===== config.mk =====
export PLATFORM = sky130hd
export DESIGN_NAME = sc_player_buttondebounce
export DESIGN_NICKNAME = d
export VERILOG_FILES = /design/src/rtl/sc_input_pkg.sv /design/src/rtl/sc_debounce_channel.sv /design/src/rtl/sc_player_buttondebounce.sv
export SDC_FILE = /design/constraint.sdc
export NUM_CORES = 1
export LEC_CHECK = 0
export ABC_AREA = 1
export BUFFER_PORTS_ARGS = -buffer_cell sky130_fd_sc_hd__clkbuf_2
export CORE_MARGIN = 2
export CORE_UTILIZATION = 40
export DETAILED_ROUTE_END_ITERATION = 16
export PLACE_DENSITY = 0.56
export SLEW_MARGIN = 20
export SYNTH_ARGS = -nofsm -noshare
export SYNTH_HDL_FRONTEND = slang
export SYNTH_SLANG_ARGS = --single-unit

===== constraint.sdc =====
create_clock -name SC_BUTTONDEBOUNCE_CLOCK_50 -period 3.6 [get_ports SC_BUTTONDEBOUNCE_CLOCK_50]
set_input_delay 0.18 -clock SC_BUTTONDEBOUNCE_CLOCK_50 [delete_from_list [all_inputs] [get_ports SC_BUTTONDEBOUNCE_CLOCK_50]]
set_output_delay 0.18 -clock SC_BUTTONDEBOUNCE_CLOCK_50 [all_outputs]
set_load 0.02 [all_outputs]

===== src/rtl/sc_input_pkg.sv =====
// Shared definitions for the player pushbutton conditioning stage: channel-state
// encoding, default timing constants and the active-low button level.
package sc_input_pkg;

  typedef enum logic [1:0] {
    ChReleased   = 2'd0,
    ChPressed    = 2'd1,
    ChRepeatWait = 2'd2
  } ch_state_e;

  // 20 ms at 50 MHz.
  localparam int unsigned DefDebounceCycles = 1000000;
  localparam int unsigned DefRepeatDelay    = 25000000;
  localparam int unsigned DefRepeatPeriod   = 10000000;

  localparam logic BtnPressed  = 1'b0;
  localparam logic BtnReleased = 1'b1;

  function automatic int unsigned max_u(input int unsigned a, input int unsigned b);
    return (a > b) ? a : b;
  endfunction

endpackage


===== src/rtl/sc_debounce_channel.sv =====
// One pushbutton channel: 2-flop synchroniser, debounce counter, press/release
// state machine and, when SC_BUTTONDEBOUNCE_AUTOREPEAT_EN is defined, an
// auto-repeat pulse generator. Next-state level and pulse are exported so the
// parent can register its outputs without adding a cycle of latency.
module sc_debounce_channel
  import sc_input_pkg::*;
#(
  parameter int unsigned DEBOUNCE_CYCLES = DefDebounceCycles,
  parameter int unsigned REPEAT_DELAY    = DefRepeatDelay,
  parameter int unsigned REPEAT_PERIOD   = DefRepeatPeriod
) (
  input  logic i_clk,
  input  logic i_rst,
  input  logic i_btn_n,
  output logic o_level_next,
  output logic o_pulse_next
);

  localparam int unsigned     CntW   = $clog2(DEBOUNCE_CYCLES);
  localparam logic [CntW-1:0] CntMax = CntW'(DEBOUNCE_CYCLES - 1);

  if (DEBOUNCE_CYCLES < 2) begin : g_bad_debounce
    $error("DEBOUNCE_CYCLES must be at least 2");
  end
  if (REPEAT_PERIOD < 2) begin : g_bad_period
    $error("REPEAT_PERIOD must be at least 2");
  end
  if (REPEAT_DELAY < 1) begin : g_bad_delay
    $error("REPEAT_DELAY must be at least 1");
  end

  logic            r_sync1;
  logic            r_sync2;
  logic [CntW-1:0] r_cnt;
  ch_state_e       r_state;

  logic            w_level;
  logic            w_toggle;
  logic [CntW-1:0] w_cnt_d;

  // Debounced level: 1 = released.
  assign w_level = (r_state == ChReleased);

  // Debounce counter: count consecutive disagreeing samples, toggle on the last.
  always_comb begin
    w_toggle = 1'b0;
    w_cnt_d  = '0;
    if (r_sync2 != w_level) begin
      if (r_cnt == CntMax) begin
        w_toggle = 1'b1;
      end else begin
        w_cnt_d = r_cnt + 1'b1;
      end
    end
  end

`ifdef SC_BUTTONDEBOUNCE_AUTOREPEAT_EN
  localparam int unsigned     RepMax    = max_u(REPEAT_DELAY, REPEAT_PERIOD);
  localparam int unsigned     RepW      = (RepMax > 1) ? $clog2(RepMax) : 1;
  localparam logic [RepW-1:0] DelayMax  = RepW'(REPEAT_DELAY - 1);
  localparam logic [RepW-1:0] PeriodMax = RepW'(REPEAT_PERIOD - 1);

  logic [RepW-1:0] r_rep_cnt;
  logic            w_rep_fire;

  // Repeat pulse fires when the hold timer expires and no release lands this cycle.
  always_comb begin
    w_rep_fire = 1'b0;
    if (!w_toggle) begin
      if (r_state == ChPressed) begin
        w_rep_fire = (r_rep_cnt == DelayMax);
      end else if (r_state == ChRepeatWait) begin
        w_rep_fire = (r_rep_cnt == PeriodMax);
      end
    end
  end

  assign o_pulse_next = w_rep_fire;
`else
  assign o_pulse_next = 1'b0;
`endif

  assign o_level_next = w_level ^ w_toggle;

  // Synchroniser, debounce counter and channel state machine.
  always_ff @(posedge i_clk) begin
    if (i_rst) begin
      r_sync1   <= 1'b1;
      r_sync2   <= 1'b1;
      r_cnt     <= '0;
      r_state   <= ChReleased;
`ifdef SC_BUTTONDEBOUNCE_AUTOREPEAT_EN
      r_rep_cnt <= '0;
`endif
    end else begin
      r_sync1 <= i_btn_n;
      r_sync2 <= r_sync1;
      r_cnt   <= w_cnt_d;
      unique case (r_state)
        ChReleased: begin
          if (w_toggle) r_state <= ChPressed;
`ifdef SC_BUTTONDEBOUNCE_AUTOREPEAT_EN
          r_rep_cnt <= '0;
`endif
        end
        ChPressed: begin
          if (w_toggle) begin
            r_state <= ChReleased;
          end
`ifdef SC_BUTTONDEBOUNCE_AUTOREPEAT_EN
          else if (w_rep_fire) begin
            r_state <= ChRepeatWait;
          end
          r_rep_cnt <= (w_toggle || w_rep_fire) ? '0 : r_rep_cnt + 1'b1;
`endif
        end
        ChRepeatWait: begin
          if (w_toggle) r_state <= ChReleased;
`ifdef SC_BUTTONDEBOUNCE_AUTOREPEAT_EN
          r_rep_cnt <= (w_toggle || w_rep_fire) ? '0 : r_rep_cnt + 1'b1;
`endif
        end
        default: r_state <= ChReleased;
      endcase
    end
  end

endmodule


===== src/rtl/sc_player_buttondebounce.sv =====
// Conditions the two raw active-low player pushbuttons: per-channel debounce,
// chord lockout (both held -> both report released) and registered outputs.
// Auto-repeat pulses are compiled in when SC_BUTTONDEBOUNCE_AUTOREPEAT_EN is defined.
module sc_player_buttondebounce
  import sc_input_pkg::*;
#(
  parameter int unsigned DEBOUNCE_CYCLES = DefDebounceCycles,
  parameter int unsigned REPEAT_DELAY    = DefRepeatDelay,
  parameter int unsigned REPEAT_PERIOD   = DefRepeatPeriod
) (
  input  logic SC_BUTTONDEBOUNCE_CLOCK_50,
  input  logic SC_BUTTONDEBOUNCE_RESET_InHigh,
  input  logic SC_BUTTONDEBOUNCE_LeftButton_InLow,
  input  logic SC_BUTTONDEBOUNCE_RightButton_InLow,
  output logic SC_BUTTONDEBOUNCE_LeftButton_OutLow,
  output logic SC_BUTTONDEBOUNCE_RightButton_OutLow
);

  logic w_left_level_d;
  logic w_left_pulse_d;
  logic w_right_level_d;
  logic w_right_pulse_d;
  logic w_lockout_d;
  logic r_left_out;
  logic r_right_out;

  sc_debounce_channel #(
    .DEBOUNCE_CYCLES (DEBOUNCE_CYCLES),
    .REPEAT_DELAY    (REPEAT_DELAY),
    .REPEAT_PERIOD   (REPEAT_PERIOD)
  ) u_left (
    .i_clk        (SC_BUTTONDEBOUNCE_CLOCK_50),
    .i_rst        (SC_BUTTONDEBOUNCE_RESET_InHigh),
    .i_btn_n      (SC_BUTTONDEBOUNCE_LeftButton_InLow),
    .o_level_next (w_left_level_d),
    .o_pulse_next (w_left_pulse_d)
  );

  sc_debounce_channel #(
    .DEBOUNCE_CYCLES (DEBOUNCE_CYCLES),
    .REPEAT_DELAY    (REPEAT_DELAY),
    .REPEAT_PERIOD   (REPEAT_PERIOD)
  ) u_right (
    .i_clk        (SC_BUTTONDEBOUNCE_CLOCK_50),
    .i_rst        (SC_BUTTONDEBOUNCE_RESET_InHigh),
    .i_btn_n      (SC_BUTTONDEBOUNCE_RightButton_InLow),
    .o_level_next (w_right_level_d),
    .o_pulse_next (w_right_pulse_d)
  );

  // Lockout uses next-state levels so a simultaneous accept never leaks a press.
  assign w_lockout_d = (w_left_level_d == BtnPressed) && (w_right_level_d == BtnPressed);

  // Output registers: level masked by lockout, plus any repeat pulse.
  always_ff @(posedge SC_BUTTONDEBOUNCE_CLOCK_50) begin
    if (SC_BUTTONDEBOUNCE_RESET_InHigh) begin
      r_left_out  <= BtnReleased;
      r_right_out <= BtnReleased;
    end else begin
      r_left_out  <= w_left_level_d | w_lockout_d | w_left_pulse_d;
      r_right_out <= w_right_level_d | w_lockout_d | w_right_pulse_d;
    end
  end

  assign SC_BUTTONDEBOUNCE_LeftButton_OutLow  = r_left_out;
  assign SC_BUTTONDEBOUNCE_RightButton_OutLow = r_right_out;

endmodule

==> impl_metrics.tcl, run 1 <==
set metrics [dict create \
    synthToLayoutAreaGrowth_pct 8.03 \
    end_kind "flip-flop" \
    yosysWarnings 0 \
    crit_top_cell "nor2_1" \
    crit_buf_inv 0 \
    grt_pass1_vias 2049 \
    muxShareOfSynthArea 0 \
    power_leakage_nw 0.824 \
    drive_above_1_share 0.106 \
    p_int_w 0.000764 \
    hp-class "in -> reg" \
    synth_compound_area_frac 0.0694 \
    ioPinCount 6 \
    setup_tns_ns 0 \
    cts.sinks 48 \
    first_pass_iters 4 \
    drc 0 \
    grt_pass1_wl_um 9320 \
    clock_path_buffers 2 \
    crit_chain "ha_1 -> nand3_2 -> nor2_1 -> nand3_1 -> nand2_2 -> nor2_1" \
    slew_viol_final 0 \
    ctsHoldBuffers 0 \
    post-cts-setup-buffer-count 0 \
    die_h_um 83.4 \
    path_max_fanout 20 \
    synth_simple_gate_area_share 0.409 \
    setup_viol 0 \
    grt_start_max_net_pins 21 \
    yosys.area.top_type "dfxtp_1" \
    ir_worst_vdd_v 0.000149 \
    reg2regPathDepth 6 \
    antenna_found_initial 0 \
    maxCapViolations 0 \
    drtIter0Drc 143 \
    worstPathRequired_ns 3.78 \
    relSlewSlack 0.677 \
    worstSkewPairLatency_ns 0.31 \
    core_mm2 0.00603 \
    dp_cells 444 \
    synthAdderAreaFrac 0.0198 \
    ant_nets 0 \
    power_w 0.000965 \
    dp_hpwl_um 3990 \
    fin_skew_ns 0.00763 \
    clkPwrFrac 0.434 \
    switching_share 0.207 \
    io_buffers 5 \
    period_share 0.510 \
    netlist_area_mm2 0.00252 \
    worst-path-stages 6 \
    switching_power_w 0.000200 \
    worstSetupPathType "reg -> reg" \
    cts_tree "yes" \
    hold_depth 2 \
    fmax_ghz 0.545 \
    syn_inst 368 \
    fill_cells 651 \
    fp.dieW_um 83.4 \
    period_minus_slack_ns 1.83 \
    overflow 0 \
    cts_resized 0 \
    routed_via_density 4.93 \
    routed_wl_um 5290 \
    ys_ff_latch 48 \
    finalNonFillerCells 452 \
    nets 384 \
    die_area_mm2 0.00696 \
    cp_top_family "simple AND/OR/NAND/NOR gates" \
    cts_root_buffer "clkbuf_8" \
    routabilityCongestion 0.839 \
    cpPeakStageDelay_ns 0.42 \
    rsz0062_at_grt "false" \
    slowest_stage "dfxtp_1" \
    powerDensity_mw_per_mm2 354 \
    track_usage 0.161 \
    p_comb_frac 0.012 \
    vias 2230 \
    synth_xor_area_frac 0.0486 \
    ys_seq_area_frac 0.381 \
    syn_area_per_cell_um2 6.86 \
    post_drt_wl_per_cell_um 11.7 \
    finalHoldViolCount 0 \
    rows 28 \
    cp-start-kind "flip-flop" \
    initial_core_util 0.419 \
    clk_pin_slew_ns 0.09 \
    htree_num_levels 2 \
    ys_types 25 \
    synth_top_family_by_area "simple AND/OR/NAND/NOR gates" \
    worstMarginPinSlew_ns 0.482 \
    synth_top_cell_area_share 0.381 \
    seqPwrFrac 0.554 \
    status "completed" \
    cts_buffers 5 \
    syn_nets 376 \
    worstPathArrival_ns 2.02 \
    synthTopCellsByArea "dfxtp_1, nand2_1, nor2_1, inv_1, nand3_1" \
    antenna_cells 0 \
]
-- placed cells by master, fill, tap and decap left out --
master / synthesis / routed
a21oi_1: 15 / 15
a21oi_2: 6 / 6
bufinv_16: 0 / 1
clkbuf_2: 0 / 5
clkbuf_8: 0 / 6
clkinv_4: 0 / 1
dfxtp_1: 48 / 48
ha_1: 4 / 4
inv_1: 39 / 39
nand2_1: 86 / 86
nand2_2: 4 / 4
nand3_1: 26 / 26
nand3_2: 4 / 4
nand3b_1: 1 / 1
nand4_1: 11 / 11
nor2_1: 74 / 74
nor2_2: 3 / 3
nor2_4: 3 / 3
nor3_1: 6 / 6
nor3_2: 2 / 2
o21a_1: 1 / 1
o21ai_0: 7 / 7
o21ai_1: 1 / 1
or2_0: 4 / 4
or2_2: 5 / 5
xnor2_1: 3 / 3
xor2_1: 11 / 11
-- flip-flops by register name (all words and copies together), names as in the netlist --
register	flops
u_right.r_sync2	1
u_left.r_sync1	1
u_left.r_state	1
u_right.r_sync1	1
SC_BUTTONDEBOUNCE_LeftButton_OutLow	1
u_left.r_sync2	1
u_left.r_cnt	20
SC_BUTTONDEBOUNCE_RightButton_OutLow	1
u_right.r_state	1
u_right.r_cnt	20
-- cell type report --
type	count	area (um2)	area share
Multi-Input combinational cell	277	1380	0.506
Sequential cell	48	961	0.352
Inverter	39	146	0.0537
Tap cell	75	93.8	0.0344
Clock buffer	6	82.6	0.0303
Clock inverter	2	38.8	0.0142
Timing Repair Buffer	5	25.0	0.00918
-- synth_stat cells, drive strengths merged --
master / number
nand2: 90
or2: 9
ha: 4
buf: 3
xor2: 11
a21oi: 21
xnor2: 3
dfxtp: 48
nor3: 8
clkbuf: 1
inv: 39
nand4: 11
nand3: 30
nor2: 80
nand3b: 1
o21ai: 8
o21a: 1
-- worst paths after layout --
check	start	to	slack, ns
setup reg to reg	u_right.r_cnt[0]	u_right.r_cnt[6]	1.77
setup / recovery	u_right.r_cnt[0]	u_right.r_cnt[6]	1.77
hold reg to reg	u_left.r_sync1	u_left.r_sync2	0.42
hold / removal	SC_BUTTONDEBOUNCE_RightButton_InLow	u_right.r_sync1	0.05
-- stage by stage --
| stage | utilization | instance area, um2 | worst slack (ns) | hold slack [ns] |
|---|---|---|---|---|
| after CTS | 0.452 | 2730 | 1.74 | 0.0467 |
| after floorplan | - | 2520 | 2.08 | 0.284 |
| after detailed placement | 0.432 | 2610 | 1.76 | 0.370 |
| after global routing | 0.452 | 2730 | 1.55 | 0.0421 |
| final | 0.452 | 2730 | 1.77 | 0.0541 |
| after global placement | 0.432 | 2610 | 1.82 | 0.365 |
-- cell families (layout without fill, tap and decap cells) --
kind of cell,count (synthesis),count (layout)
AO/OA/AOI/OAI,30,30
XOR/XNOR,14,14
adder cells (fa/ha/maj),4,4
buffers and inverters,43,52
flip-flops,48,48
AND/OR/NAND/NOR,229,229
-- metal layers --
| metal | vias to the layer above | share of wire | wire [um] | track usage |
|---|---|---|---|---|
| met4 | 0 | 0.011 | 57 | 0.0455 |
| met1 | 1005 | 0.53 | 2800 | 0.231 |
| met2 | 31 | 0.42 | 2240 | 0.238 |
| met5 | - | 0 | 0 | 0 |
| li1 | 1188 | - | - | - |
| met3 | 6 | 0.037 | 197 | 0.0417 |
-- power groups by stage --
stage               clock [W]  sequential [W]  combinational, W
floorplan                   0        0.000547        0.00000996
global placement            0        0.000547         0.0000115
detailed placement          0        0.000547         0.0000114
CTS                  0.000431        0.000535         0.0000114
global route         0.000450        0.000535         0.0000129
finish               0.000419        0.000535         0.0000111
No activity file was read; power rests on OpenSTA's default activity.
==> run 2: changes to the inputs <==
--- a/config.mk
+++ b/config.mk
@@ -5,7 +5,7 @@
 export SDC_FILE = /design/constraint.sdc
 export NUM_CORES = 1
 export LEC_CHECK = 0
-export ABC_AREA = 1
+export ABC_AREA = 0
 export BUFFER_PORTS_ARGS = -buffer_cell sky130_fd_sc_hd__clkbuf_2
 export CORE_MARGIN = 2
 export CORE_UTILIZATION = 40
==> constraint.sdc (replaced) <==
create_clock -name SC_BUTTONDEBOUNCE_CLOCK_50 -period 1.88 [get_ports SC_BUTTONDEBOUNCE_CLOCK_50]
set_input_delay 0.094 -clock SC_BUTTONDEBOUNCE_CLOCK_50 [delete_from_list [all_inputs] [get_ports SC_BUTTONDEBOUNCE_CLOCK_50]]
set_output_delay 0.094 -clock SC_BUTTONDEBOUNCE_CLOCK_50 [all_outputs]
set_load 0.02 [all_outputs]
==> run 2 against run 1 <==
  * The run now ends with negative setup slack left
  * Worst hold slack improved by 0.037 ns
  * Utilization rose by 7.5 points
  * Clock power is 89% higher
  * Non-clock buffer count rose by 41
  * Critical endpoint is now SC_BUTTONDEBOUNCE_RightButton_OutLow
  * Via count is 23% lower
  * Synthesized cell count fell by 35%
  * Worst setup slack lost 1.8 ns
  * Wire length is 24% lower
  * Maximum frequency fell by 3.2%
  * Largest cell class unchanged
==> impl_metrics.tcl, run 2 <==
set metrics [dict create \
    cts.sinks 48 \
    overflow 0 \
    fmax_ghz 0.528 \
    synth_compound_area_frac 0.0772 \
    routed_via_density 4.87 \
    ys_seq_area_frac 0.453 \
    ys_ff_latch 48 \
    worstPathArrival_ns 2.06 \
    antenna_found_initial 0 \
    antenna_cells 0 \
    violations "negative setup slack" \
    r2r_setup_slack_ns -0.01 \
    synthAdderAreaFrac 0.0236 \
    ir_worst_vdd_v 0.000445 \
    final_common_cell "dfxtp_1" \
    gr-usage-met1 0.197 \
    powerDensity_mw_per_mm2 697 \
    hp-class "in -> reg" \
    finalNonFillerCells 352 \
    busiest_layer "met2" \
    synth_most_common_cell "dfxtp_1" \
    hold_start "SC_BUTTONDEBOUNCE_RESET_InHigh" \
    synthTopCellsByArea "dfxtp_1, xor2_1, nor2_1, nand4_1, xnor2_1" \
    reg2reg_to "SC_BUTTONDEBOUNCE_RightButton_OutLow" \
    track_usage 0.149 \
    seq_area_um2 967 \
    yosys.area.top_type "dfxtp_1" \
    first_pass_iters 4 \
    routabilityCongestion 0.767 \
    met2_usage 0.242 \
    core_mm2 0.00511 \
    post_drt_wl_per_cell_um 11.4 \
    grt_pass1_wl_um 7190 \
    drc 0 \
    async_flop_share 0 \
    htree_num_levels 2 \
    crit_buf_inv 0 \
    worstSkewPairLatency_ns 0.29 \
    ant_nets 0 \
    die_area_mm2 0.00591 \
    end_kind "flip-flop" \
    fill_cells 487 \
    largest_registers "u_left.r_cnt (20), u_right.r_cnt (20)" \
    netlist_area_mm2 0.00212 \
    relSlewSlack 0.758 \
    setup_ws_ns -0.0149 \
    reg2regPathDepth 6 \
    nets 289 \
    initial_core_util 0.416 \
    synth_simple_gate_area_share 0.299 \
    cp_top_family "simple AND/OR/NAND/NOR gates" \
    cp-start-kind "flip-flop" \
    rows 26 \
    syn_inst 239 \
    period_minus_slack_ns 1.89 \
    maxCapViolations 0 \
    synth_top_family_by_area "simple AND/OR/NAND/NOR gates" \
    cts_root_buffer "clkbuf_8" \
    multi_input_area_mm2 0.00114 \
    syn_nets 247 \
    drtIter0Drc 36 \
    setup_viol 2 \
    grt_start_max_net_pins 21 \
    synth_common_cells "dfxtp_1, nor2_1, xor2_1, nand4_1" \
    synth_top_cell_area_share 0.453 \
    power_w 0.00188 \
    drive_above_1_share 0.252 \
    fp.dieW_um 76.9 \
    period_share 1.01 \
    grt_pass1_vias 1606 \
    dp_hpwl_um 2850 \
    hold_depth 2 \
    status "finished with violations" \
    power_leakage_nw 0.952 \
    die_h_um 76.9 \
    worstPathRequired_ns 2.05 \
    crit_chain "nor4_4 -> nand4_1 -> nor4_2 -> nand2_1 -> ha_1 -> or4_1" \
    ys.flop_type "dfxtp_1" \
    dp_cells 340 \
    worstMarginPinSlew_ns 0.360 \
    muxShareOfSynthArea 0 \
    synthToLayoutAreaGrowth_pct 26.9 \
    vias 1714 \
    rr_startpoint "u_left.r_cnt[7]" \
    clock_path_buffers 2 \
    yosysWarnings 0 \
    syn_area_per_cell_um2 8.88 \
    cts_tree "yes" \
    use_met3 0.0259 \
    synth_xor_area_frac 0.111 \
    slowest_stage "or4_1" \
    fin_skew_ns 0.00798 \
    finalHoldViolCount 0 \
    io_buffers 5 \
    cpPeakStageDelay_ns 0.39 \
    routed_wl_um 4000 \
    synth_edf_count 0 \
    post-place-ws_ns -0.238 \
    final_cell_mix "dfxtp_1, buf_4, nor2_1" \
    hold_end "u_left.r_state[0]" \
    ys_types 33 \
    rsz0062_at_grt "true" \
    path_max_fanout 2 \
    cts_buffers 5 \
    ioPinCount 6 \
    slew_viol_final 0 \
    clk_pin_slew_ns 0.09 \
    worstSetupPathType "reg -> reg" \
]
run 2: cell types whose count changed in the layout (fill, tap and decap cells not counted), moves of 14 or more:
cell,before,now
nand2_1,86,12
nor2_1,74,32
buf_4,0,38
inv_1,39,7
nand3_1,26,12
run 2: per-layer routing:
| layer | share of wire | wire length, um |
|---|---|---|
| met1 | 0.51 | 2040 |
| met2 | 0.46 | 1840 |
| met3 | 0.018 | 72 |
| met4 | 0.012 | 47 |
| met5 | 0 | 0 |
run 2: what timing repair did:
item                                    CTS  global route
hold buffers                              2             0
pin swaps                                 7             6
buffers inserted                          1             1
endpoints found under the hold margin     2             0
resized for setup                         6             3
endpoints found under the setup margin    2             4
run 2: worst max-delay path by stage:
stage	from	end	slack [ns]	cells after the start
floorplan	u_left.r_cnt[0]	SC_BUTTONDEBOUNCE_RightButton_OutLow	0.01	7
global placement	u_left.r_cnt[11]	SC_BUTTONDEBOUNCE_RightButton_OutLow	-0.20	6
detailed placement	u_left.r_cnt[11]	SC_BUTTONDEBOUNCE_RightButton_OutLow	-0.24	6
CTS	u_left.r_cnt[7]	SC_BUTTONDEBOUNCE_RightButton_OutLow	-0.09	6
global route	u_left.r_cnt[7]	SC_BUTTONDEBOUNCE_RightButton_OutLow	-0.18	6
finish	u_left.r_cnt[7]	SC_BUTTONDEBOUNCE_RightButton_OutLow	-0.01	6
run 2: logic make-up after synthesis:
| kind of cell | after synthesis |
|---|---|
| AO/OA/AOI/OAI | 28 |
| XOR/XNOR | 27 |
| adder cells (fa/ha/maj) | 4 |
| buffers and inverters | 18 |
| flip-flops | 48 |
| AND/OR/NAND/NOR | 114 |
run 2: where the power goes:
group	switching [W]	internal (W)
registers	0.00000592	0.00102
clock network	0.000325	0.000469
logic	0.0000277	0.0000256
run 2: area by class of cell:
type                       instances  share of cell area
tap                               70              0.0325
sequential                        48               0.359
inverter                           7             0.00975
timing repair buffer              46               0.130
multi-input combinational        173               0.422
clock buffer                       7              0.0358
clock inverter                     1              0.0111
run 2: metrics by stage:
| step | hold WS, ns | TNS (ns) | util | area [um2] |
|---|---|---|---|---|
| floorplan | 0.198 | 0 | - | 2140 |
| global placement | 0.280 | -0.304 | 0.488 | 2490 |
| detailed placement | 0.281 | -0.380 | 0.488 | 2490 |
| CTS | 0.0673 | -0.126 | 0.524 | 2680 |
| global route | 0.101 | -0.361 | 0.527 | 2690 |
| finish | 0.0913 | -0.0178 | 0.527 | 2690 |
